==> src/rtl/mult_arbiter_pkg.sv <==
// Shared definitions for the two-port multiplier arbiter and its times-table ROM.
// Holds the operand, result and address widths, the wait-counter width, the
// controller state encoding, the requester IDs, and the ROM content function.
package mult_pkg;

  localparam int unsigned OPERAND_W = 3;
  localparam int unsigned RESULT_W  = 6;
  localparam int unsigned ADDR_W    = 6;
  localparam int unsigned CNT_W     = 2;

  typedef enum logic [1:0] {
    IDLE = 2'd0,
    READ = 2'd1,
    WAIT = 2'd2,
    RESP = 2'd3
  } state_e;

  localparam logic REQ0 = 1'b0;
  localparam logic REQ1 = 1'b1;

  // ROM word for address {a,b}: the unsigned product a*b (at most 49, fits 6 bits).
  function automatic logic [RESULT_W-1:0] times_entry(input logic [ADDR_W-1:0] addr);
    logic [RESULT_W-1:0] a;
    logic [RESULT_W-1:0] b;
    a = RESULT_W'(addr[ADDR_W-1 -: OPERAND_W]);
    b = RESULT_W'(addr[OPERAND_W-1:0]);
    return a * b;
  endfunction

endpackage

==> src/rtl/mult_arbiter_if.sv <==
// Bus bundle between the multiplier arbiter and its environment.
// Carries both requester handshakes (operands in, result out), the external
// ROM read port, and the busy flag.
//   slave  : arbiter side (drives readies, resp valids, result, ROM address/enable, busy)
//   master : environment side (drives request valids/operands, resp readies, ROM data)
interface mult_arbiter_if;
  import mult_pkg::*;

  logic                  req0_valid;
  logic                  req1_valid;
  logic [OPERAND_W-1:0]  req0_a;
  logic [OPERAND_W-1:0]  req0_b;
  logic [OPERAND_W-1:0]  req1_a;
  logic [OPERAND_W-1:0]  req1_b;
  logic                  req0_ready;
  logic                  req1_ready;
  logic                  resp0_valid;
  logic                  resp1_valid;
  logic                  resp0_ready;
  logic                  resp1_ready;
  logic [RESULT_W-1:0]   resp_result;
  logic                  rom_en;
  logic [ADDR_W-1:0]     rom_addr;
  logic [RESULT_W-1:0]   rom_dout;
  logic                  busy;

  modport slave (
    input  req0_valid, req1_valid, req0_a, req0_b, req1_a, req1_b,
    input  resp0_ready, resp1_ready, rom_dout,
    output req0_ready, req1_ready, resp0_valid, resp1_valid, resp_result,
    output rom_en, rom_addr, busy
  );

  modport master (
    output req0_valid, req1_valid, req0_a, req0_b, req1_a, req1_b,
    output resp0_ready, resp1_ready, rom_dout,
    input  req0_ready, req1_ready, resp0_valid, resp1_valid, resp_result,
    input  rom_en, rom_addr, busy
  );

endinterface

==> src/rtl/mult_arbiter.sv <==
// mult_arbiter: round-robin arbiter that serves two requesters' 3x3-bit
// multiplications by reading an external times-table ROM.
//   clk, rst : rising-edge clock, asynchronous active-high reset
//   bus      : mult_arbiter_if.slave -- request/response handshakes for
//              requesters 0 and 1, ROM read port (rom_en/rom_addr/rom_dout), busy
// ROM_LATENCY (1..3) is the cycle count from rom_en to valid rom_dout.
module mult_arbiter
  import mult_pkg::*;
#(
  parameter int unsigned ROM_LATENCY = 1
) (
  input  logic           clk,
  input  logic           rst,
  mult_arbiter_if.slave  bus
);

  localparam logic [CNT_W-1:0] CNT_LOAD = CNT_W'(ROM_LATENCY - 1);

  state_e               state_q, state_d;
  logic [CNT_W-1:0]     cnt_q, cnt_d;
  logic                 grant_q, grant_d;
  logic                 last_q, last_d;
  logic [ADDR_W-1:0]    addr_q, addr_d;
  logic [RESULT_W-1:0]  result_q, result_d;

  logic                 pick;
  logic                 rdy0, rdy1;
  logic                 rv0, rv1;
  logic                 rom_en;
  logic [RESULT_W-1:0]  res;

  always_ff @(posedge clk or posedge rst) begin
    if (rst) begin
      state_q  <= IDLE;
      cnt_q    <= '0;
      grant_q  <= REQ0;
      last_q   <= REQ1;
      addr_q   <= '0;
      result_q <= '0;
    end else begin
      state_q  <= state_d;
      cnt_q    <= cnt_d;
      grant_q  <= grant_d;
      last_q   <= last_d;
      addr_q   <= addr_d;
      result_q <= result_d;
    end
  end

  always_comb begin
    state_d  = state_q;
    cnt_d    = cnt_q;
    grant_d  = grant_q;
    last_d   = last_q;
    addr_d   = addr_q;
    result_d = result_q;
    pick     = REQ0;
    rdy0     = 1'b0;
    rdy1     = 1'b0;
    rv0      = 1'b0;
    rv1      = 1'b0;
    rom_en   = 1'b0;
    res      = '0;
    case (state_q)
      IDLE: begin
        if (bus.req0_valid || bus.req1_valid) begin
          // With both pending, the winner is whoever did not win last time.
          if (bus.req0_valid && bus.req1_valid) begin
            pick = ~last_q;
          end else begin
            pick = bus.req1_valid ? REQ1 : REQ0;
          end
          grant_d = pick;
          last_d  = pick;
          // The address register doubles as the latched operand copy, so
          // rom_addr naturally holds its value outside READ.
          addr_d  = (pick == REQ1) ? {bus.req1_a, bus.req1_b} : {bus.req0_a, bus.req0_b};
          rdy0    = (pick == REQ0);
          rdy1    = (pick == REQ1);
          state_d = READ;
        end
      end
      READ: begin
        rom_en  = 1'b1;
        cnt_d   = CNT_LOAD;
        state_d = WAIT;
      end
      WAIT: begin
        if (cnt_q == '0) begin
          result_d = bus.rom_dout;
          state_d  = RESP;
        end else begin
          cnt_d = cnt_q - CNT_W'(1);
        end
      end
      RESP: begin
        res = result_q;
        if (grant_q == REQ0) begin
          rv0 = 1'b1;
          if (bus.resp0_ready) begin
            state_d = IDLE;
          end
        end else begin
          rv1 = 1'b1;
          if (bus.resp1_ready) begin
            state_d = IDLE;
          end
        end
      end
      default: state_d = IDLE;
    endcase
  end

  // Readies are combinational from IDLE; masking with rst keeps every output
  // low while reset is held even if a requester is presenting.
  assign bus.req0_ready  = rdy0 & ~rst;
  assign bus.req1_ready  = rdy1 & ~rst;
  assign bus.resp0_valid = rv0;
  assign bus.resp1_valid = rv1;
  assign bus.resp_result = res;
  assign bus.rom_en      = rom_en;
  assign bus.rom_addr    = addr_q;
  assign bus.busy        = (state_q != IDLE);

endmodule

==> src/flat_wrapper.sv <==
// flat-port wrapper written by rule: the top's interface ports become plain ports
module mult_arbiter_flat import mult_pkg::*;
#(
  parameter int unsigned ROM_LATENCY = 1
)
  (clk, rst, bus_req0_valid, bus_req1_valid, bus_req0_a, bus_req0_b, bus_req1_a, bus_req1_b, bus_resp0_ready, bus_resp1_ready, bus_rom_dout, bus_req0_ready, bus_req1_ready, bus_resp0_valid, bus_resp1_valid, bus_resp_result, bus_rom_en, bus_rom_addr, bus_busy);
  mult_arbiter_if bus_i ();
  input  logic clk;
  input  logic rst;
  input wire logic [$bits(bus_i.req0_valid)-1:0] bus_req0_valid;
  input wire logic [$bits(bus_i.req1_valid)-1:0] bus_req1_valid;
  input wire logic [$bits(bus_i.req0_a)-1:0] bus_req0_a;
  input wire logic [$bits(bus_i.req0_b)-1:0] bus_req0_b;
  input wire logic [$bits(bus_i.req1_a)-1:0] bus_req1_a;
  input wire logic [$bits(bus_i.req1_b)-1:0] bus_req1_b;
  input wire logic [$bits(bus_i.resp0_ready)-1:0] bus_resp0_ready;
  input wire logic [$bits(bus_i.resp1_ready)-1:0] bus_resp1_ready;
  input wire logic [$bits(bus_i.rom_dout)-1:0] bus_rom_dout;
  output wire logic [$bits(bus_i.req0_ready)-1:0] bus_req0_ready;
  output wire logic [$bits(bus_i.req1_ready)-1:0] bus_req1_ready;
  output wire logic [$bits(bus_i.resp0_valid)-1:0] bus_resp0_valid;
  output wire logic [$bits(bus_i.resp1_valid)-1:0] bus_resp1_valid;
  output wire logic [$bits(bus_i.resp_result)-1:0] bus_resp_result;
  output wire logic [$bits(bus_i.rom_en)-1:0] bus_rom_en;
  output wire logic [$bits(bus_i.rom_addr)-1:0] bus_rom_addr;
  output wire logic [$bits(bus_i.busy)-1:0] bus_busy;
  assign bus_i.req0_valid = bus_req0_valid;
  assign bus_i.req1_valid = bus_req1_valid;
  assign bus_i.req0_a = bus_req0_a;
  assign bus_i.req0_b = bus_req0_b;
  assign bus_i.req1_a = bus_req1_a;
  assign bus_i.req1_b = bus_req1_b;
  assign bus_i.resp0_ready = bus_resp0_ready;
  assign bus_i.resp1_ready = bus_resp1_ready;
  assign bus_i.rom_dout = bus_rom_dout;
  assign bus_req0_ready = bus_i.req0_ready;
  assign bus_req1_ready = bus_i.req1_ready;
  assign bus_resp0_valid = bus_i.resp0_valid;
  assign bus_resp1_valid = bus_i.resp1_valid;
  assign bus_resp_result = bus_i.resp_result;
  assign bus_rom_en = bus_i.rom_en;
  assign bus_rom_addr = bus_i.rom_addr;
  assign bus_busy = bus_i.busy;
  mult_arbiter #(.ROM_LATENCY(ROM_LATENCY)) u_core (.clk(clk), .rst(rst), .bus(bus_i));
endmodule
==> config.mk <==
export PLATFORM = sky130hd
export DESIGN_NAME = mult_arbiter_flat
export DESIGN_NICKNAME = d
export VERILOG_FILES = /design/src/rtl/mult_arbiter_pkg.sv /design/src/rtl/mult_arbiter_if.sv /design/src/rtl/mult_arbiter.sv /design/src/flat_wrapper.sv
export SDC_FILE = /design/constraint.sdc
export NUM_CORES = 1
export LEC_CHECK = 0
export BUFFER_PORTS_ARGS = -buffer_cell sky130_fd_sc_hd__buf_2
export CORE_MARGIN = 3
export CORE_UTILIZATION = 41
export DETAILED_ROUTE_END_ITERATION = 16
export PLACE_DENSITY = 0.74
export SYNTH_ARGS = -nofsm -noshare
export SYNTH_HDL_FRONTEND = slang
export SYNTH_SLANG_ARGS = --single-unit
export TNS_END_PERCENT = 5
==> constraint.sdc <==
create_clock -name clk -period 1.6 [get_ports clk]
set_clock_uncertainty 0.1 [all_clocks]
set_input_delay 0.16 -clock clk [delete_from_list [all_inputs] [get_ports clk]]
set_output_delay 0.16 -clock clk [all_outputs]
set_load 0.01 [all_outputs]
After elaboration in Yosys (flattened, before gate mapping)
Cells that the tools add are included.
Storage, ports and cells
  register bits after elaboration: 18
  input port bits: 24
  output and inout bits: 18
Cells by class
  add/sub/neg operators: 1
  eq/ne operators: 8
  mux-type cells: 23
  bitwise operators: 5
  reductions and logical operators: 10
Operators by type and width (number)
  2-to-1 mux 1 bit: 13
  2-to-1 mux 2 bit: 6
  2-to-1 mux 6 bit: 2
  one-hot mux 2 bit (4 select lines): 1
  AND reduction 2 bit: 3
  equality test 2 bit, second input constant: 2
  zero test 2 bit: 2
  inequality test 2 x 1 -> 1 bit, second input constant: 2
  one-hot mux 2 bit (2 select lines): 1
  AND reduction 4 bit: 1
  nonzero test 2 bit: 2
  inequality test 3 x 2 -> 1 bit, second input constant: 1
  inequality test 3 bit, second input constant: 1
  inverter 1 bit: 3
  bitwise AND 1 bit: 2
  equality test 2 x 1 -> 1 bit, second input constant: 1
  inequality test 2 bit, second input constant: 1
  subtractor 2 x 1 -> 2 bit, second input constant: 1
  logical AND 1 bit: 1
  logical OR 1 bit: 1

Logic depth before layout (Yosys ltp)
Gate-level depths: netlist (run 1).
  word-level depth: 8
  gate-level depth with buffers: 6
  mapped depth without buffers: 5

Least setup slack after synthesis (run 1)
Ideal clock, no wire load.
  path kind: register to register
  start point: reg u_core.state_q[0]
  end point: reg u_core.state_q[1]
  library setup time: 128 ps
  arrival: 1386 ps
  data required time: 1372 ps
  setup slack: -13 ps
  cell stages (with the launch flop): 6
  path buffers: 0
  period minus slack after synthesis: 1613 ps
  cell sequence: dfrtp_1 > inv_1 > ha_1 > nor3b_2 > a221oi_2 > mux2_1
On the way
  longest elaborated chain between the ends: 3
  elaborated cells between the ends (all ways): 10
RTL lines
  from (decl): line mult_arbiter.sv:19  | state_e state_q, state_d;
  from (signal assigned): line mult_arbiter.sv:41  | state_q <= state_d;
  equality test 2 bit or zero test 2 bit (tied branches): line mult_arbiter.sv:64  | case (state_q)
  inequality test 3 bit (no source line) (tied with other cells)
  AND reduction 4 bit (no source line)
Several ways; a longest one is shown, not always the timed one.
A chain may end at the register's enable or synchronous reset.

Worst setup path in the final report (run 1)
  start point: reg u_core.state_q[0]
  end point: out bus_resp0_valid
On the way
  longest elaborated chain between the ends: 2
RTL lines
  equality test 2 bit: line mult_arbiter.sv:64
  2-to-1 mux 1 bit: line mult_arbiter.sv:64
  to (decl): line flat_wrapper.sv:21  | output wire logic [$bits(bus_i.resp0_valid)-1:0] bus_resp0_valid;
Every way passes these cells.

==> results of run 1 <==
[cells by family after synthesis]
kind of cell               count (synthesis)  synth area share
AOI/OAI and AO/OA                         16             0.110
buffers and inverters                      9            0.0411
adders and majority gates                  6            0.0795
muxes                                     14             0.158
DFF                                       18             0.478
and+or+nand+nor                           24             0.134
[repair_timing]
action	4_1_cts	5_1_grt
cloned	1	0
gates resized for setup	21	9
endpoints found under the hold margin	23	0
hold buffers	7	0
setup buffers	9	1
pin swaps	6	3
setup endpoints to repair	25	21
[final cells by class]
type | count | area share
tap | 27 | 0.0220
inverter | 7 | 0.0171
clock buffer | 4 | 0.0236
multi-input combinational | 60 | 0.357
sequential | 18 | 0.294
timing repair buffer | 63 | 0.286
[sequential cells by signal (all words and copies together), names as in the netlist]
register	count
u_core.cnt_q	2
u_core.state_q	2
u_core.bus.rom_addr	6
u_core.last_q	1
u_core.grant_q	1
u_core.result_q	6
[cells in the final DEF (no fill, tap or decap), types with 2 or more instances in the layout]
cell type	instances
a21oi_1	2
and2_1	6
buf_2	38
buf_4	6
buf_6	12
clkbuf_4	3
dfrtp_1	17
dlygate4sd3_1	7
ha_1	2
ha_4	4
inv_1	3
inv_2	3
mux2_1	5
mux2i_1	7
nand2_1	9
nor2_1	3
o21ai_1	6
[layer usage]
metal	part of all wire	global-route usage
met5	0	0
met2	0.51	0.341
met4	0.013	0.0788
met3	0.049	0.0249
met1	0.43	0.201
[worst min-delay path, cell delays in order]
cell	delay, ps
buf_2	70
mux2i_1	50
o21ai_1	110
[how the worst min path moves through the flow]
stage | to | slack [ps] | depth (start not counted)
after floorplan | u_core.bus.rom_addr[0] | -2 | 1
after global placement | u_core.bus.rom_addr[2] | 210 | 2
after detailed placement | u_core.bus.rom_addr[1] | 220 | 2
after CTS | u_core.bus.rom_addr[1] | 30 | 3
after global routing | u_core.bus.rom_addr[3] | 30 | 3
final | u_core.bus.rom_addr[1] | 20 | 3
[power by group through the flow]
stage | registers, W | clock network (W) | logic (W)
floorplan | 0.000807 | 0 | 0.000647
global placement | 0.000778 | 0 | 0.00100
detailed placement | 0.000795 | 0 | 0.00104
CTS | 0.000788 | 0.000294 | 0.00147
global route | 0.000825 | 0.000317 | 0.00176
finish | 0.000792 | 0.000297 | 0.00161
[metrics by stage]
| step | setup WS (ps) | hold WS [ps] |
|---|---|---|
| after floorplan | 30.1 | -2.16 |
| after global placement | -12.5 | 212 |
| after detailed placement | -135 | 218 |
| after CTS | -83.8 | 26.8 |
| after global routing | -172 | 28.1 |
| final | -112 | 20.2 |
==> flow_summary.ini, run 1 <==
[global_route]
grt_overflow = 0
grt_max_degree = 19
grt_usage = 0.182
grt_pass1_wl_mm = 3.77
antenna_found_initial = 0
first_global_vias = 875

[yosys]
synth_fp_nets = 117
synth_largest_area_cell = dfrtp_1
synth.most_common_cell = dfrtp_1
synth-seq-cells = 18
yosys_warnings = 0
synth_top_area_share = 0.450
synth_area_sq_um = 945
ys_async_sr_fraction = 1.00
synth_cell_types = 27
synth_edf_count = 0
syn_inst = 87
ys_top_cells_by_count = dfrtp_1, nand2_1, mux2i_1, o21ai_1
synth-main-ff-cell = dfrtp_1
ys_seq_area_frac = 0.478
syn_avg_cell_area_sq_um = 10.9
synth_area_leaders = dfrtp_1, ha_1, mux2i_1

[power]
comb_power_share = 0.596
power_frac_seq = 0.294
power_frac_clock = 0.110
vdd_drop_max_uv = 1130
power_w = 0.00270
power-per-cell-area_nw_per_um2 = 1750
switchingPower_w = 0.00100
internal_power_w = 0.00169
power_leakage_nw = 0.777
swShare = 0.372

[setup_path]
crit_end = bus_resp0_valid
slowest_delay_ps = 420
crit_cells = 5
r2r_slack_ps = -40
slowest_stage = dfrtp_1
crit_top_cell = buf_6
worstSetupStartpointType = flop
regToRegEndpoint = u_core.state_q[1]
cp_num_buf_inv = 3
crit_chain = buf_6 > ha_4 > buf_6 > and2b_2 > buf_6
required_ps = 1340
crit_path_end_kind = primary output
r2r_cells = 5
path_max_fanout = 5
setup.worst_path.start = u_core.state_q[0]
critical_path_class = reg2out
cp_data_arrival_time_ps = 1450
crit_family = flip-flops
r2r-start = u_core.state_q[0]

[die]
die_area_sq_um = 2920
die_x_microns = 54
io_pins = 42
coreArea_sq_um = 2060
initial_core_util = 0.458
rows = 16
fp.dieH_microns = 54

[routing]
first_pass_iters = 4
wl_per_cell_microns = 13.3
vias_per_cell = 4.80
drc_errors = 0
postRouteAntennaNets = 0
drt_iter0_drc = 6
vias = 859
wl_mm = 2.38

[min_path]
hp-start = bus_req0_b[1]
hold_class = in2reg

[final_layout]
drive_gt1_frac = 0.513
final_core_util = 0.746
filler_cell_count = 131
final_nets = 183
regArea_sq_um = 452
multi_input_area_sq_um = 549
n_antenna_cell = 0
syn2layout_area_growth_pct = 62.8
stdcell_count = 179
final_area_sq_um = 1540

[sta]
finalHoldViolations = 0
tightestPinTransition_ps = 706
timing.fmax_ghz = 0.584
drv_slew = 0
layout_setup_ws_ps = -112
period_minus_slack_ps = 1710
setup_tns_ps = -953
rsz0062_at_grt = yes
period_share = 1.07
setup_viol = 11
max-slew-margin-rel = 0.529

[clock_tree]
cts_root_buf = clkbuf_4
insertion_delay_ps = 300
cts_tree = done
htree_num_levels = 1
cts_inserted_buffers = 3
clk_pin_slew_worst_paths_ps = 110
clockBufferDepth = 2
clock-sinks = 18

[placed_design]
place_congestion = 0.722
post_dp_cell_area_sq_um = 1200
dp_hpwl_mm = 1.58
port_buffers = 41
dp.cells = 157

[flow_run]
drv_cap = 0

[status]
violations = setup timing
status = finished with violations
Power figures use the tool's default switching activity.
==> inputs of run 2 (changes only) <==
--- a/config.mk
+++ b/config.mk
@@ -8,8 +8,10 @@
 export BUFFER_PORTS_ARGS = -buffer_cell sky130_fd_sc_hd__buf_2
 export CORE_MARGIN = 3
 export CORE_UTILIZATION = 41
+export CTS_BUF_LIST = sky130_fd_sc_hd__clkbuf_16
 export DETAILED_ROUTE_END_ITERATION = 16
 export PLACE_DENSITY = 0.74
+export SKIP_CTS_REPAIR_TIMING = 1
 export SYNTH_ARGS = -nofsm -noshare
 export SYNTH_HDL_FRONTEND = slang
 export SYNTH_SLANG_ARGS = --single-unit
==> run 2 against run 1 <==
Effect of this change:
- flip-flop and latch count did not move
- the flow still finishes with violations (setup timing)
- power increased by 0.98%
- sequential share of layout area is 1.8 points higher
- combinational power decreased by 12%
- routed wire length is 4.1% lower
- largest power group unchanged
- fmax is 1.4% higher
- register-to-register slack about the same
- sequential power rose by 2.7%
- utilization decreased by 4.0 points
==> flow_summary.ini, run 2 (synthesis gave the netlist of run 1 again) <==
[status]
status = finished with violations
violations = setup timing

[die]
die_area_sq_um = 2920
die_x_microns = 54
coreArea_sq_um = 2060
io_pins = 42
fp.dieH_microns = 54
rows = 16
initial_core_util = 0.458

[power]
internal_power_w = 0.00176
switchingPower_w = 0.000958
swShare = 0.352
power-per-cell-area_nw_per_um2 = 1870
comb_power_share = 0.519
vdd_drop_max_uv = 1050
power_frac_seq = 0.299
power_frac_clock = 0.183
power_leakage_nw = 0.742

[clock_tree]
clockBufferDepth = 2
clock-sinks = 18
cts_root_buf = clkbuf_16
cts_inserted_buffers = 3
cts_tree = done
htree_num_levels = 1
clk_pin_slew_worst_paths_ps = 50
insertion_delay_ps = 250

[routing]
wl_mm = 2.29
drc_errors = 0
wl_per_cell_microns = 13.5
vias_per_cell = 4.91
drt_iter0_drc = 4
vias = 829
first_pass_iters = 4
postRouteAntennaNets = 0

[setup_path]
critical_path_class = reg2out
required_ps = 1340
cp_num_buf_inv = 3
slowest_stage = dfrtp_2
worstSetupStartpointType = flop
slowest_delay_ps = 440
crit_chain = inv_2 > ha_4 > buf_6 > o21ai_4 > nor3_2 > buf_2
crit_family = flip-flops
cp_data_arrival_time_ps = 1430
path_max_fanout = 5
crit_path_end_kind = primary output

[sta]
period_minus_slack_ps = 1690
period_share = 1.06
setup_viol = 8
rsz0062_at_grt = yes
tightestPinTransition_ps = 686
max-slew-margin-rel = 0.542
finalHoldViolations = 0
drv_slew = 0
layout_setup_ws_ps = -88.4
timing.fmax_ghz = 0.592

[final_layout]
n_antenna_cell = 0
final_common_cell = buf_2
final_area_sq_um = 1460
syn2layout_area_growth_pct = 54.0
multi_input_area_sq_um = 536
final_nets = 173
drive_gt1_frac = 0.528
filler_cell_count = 151
final_core_util = 0.706
layout_common_cells = buf_2, dfrtp_1, nand2_1
regArea_sq_um = 453

[global_route]
first_global_vias = 758
grt_overflow = 0
grt_usage = 0.149
grt_max_degree = 19
grt_pass1_wl_mm = 3.13
antenna_found_initial = 0

[placed_design]
port_buffers = 41
place_ws_ps = -135
place_congestion = 0.722
dp_hpwl_mm = 1.58
post_dp_cell_area_sq_um = 1200

[min_path]
hold_class = in2reg

[flow_run]
drv_cap = 0
run 2: power by group through the flow:
stage	clock, W	combinational, W	sequential [W]
floorplan	0	0.000647	0.000807
global placement	0	0.00100	0.000778
detailed placement	0	0.00104	0.000795
CTS	0.000507	0.00104	0.000787
global route	0.000524	0.00156	0.000842
finish	0.000497	0.00141	0.000813
run 2: final cells by class:
type	count	share of cell area
clock inverters	1	0.00258
clock buffers	3	0.0516
inverters	7	0.0181
flip-flops and latches	18	0.311
repair buffers	53	0.225
well taps	27	0.0232
multi-input cells	60	0.368
run 2: worst paths after layout:
path	to	depth (start not counted)	startpoint	slack [ps]
worst max-delay path	bus_req0_ready	6	u_core.state_q[0]	-90
worst min-delay path	u_core.result_q[5]	2	bus_rom_dout[5]	20
worst max register to register	u_core.state_q[1]	4	u_core.state_q[1]	-50
worst min register to register	u_core.bus.rom_addr[1]	2	u_core.bus.rom_addr[1]	390
max in group asynchronous	u_core.state_q[0]	3	rst	430
min in group asynchronous	u_core.bus.rom_addr[5]	3	rst	490
run 2: routing by layer:
| layer | vias up | GRT usage | share of wire |
|---|---|---|---|
| met4 | 0 | 0.0622 | 0.0031 |
| li1 | 409 | - | - |
| met1 | 393 | 0.168 | 0.42 |
| met2 | 25 | 0.268 | 0.52 |
| met5 | - | 0 | 0 |
| met3 | 2 | 0.0332 | 0.057 |
run 2: per-stage QoR:
stage	total power, W	hold WS (ps)	instances	setup TNS (ps)
after floorplan	0.00145	-2.16	87	0
after global placement	0.00178	212	157	-15.4
after detailed placement	0.00183	218	157	-312
after CTS	0.00233	-46.2	161	-1090
after global routing	0.00293	38.0	169	-795
final	0.00272	23.5	169	-263
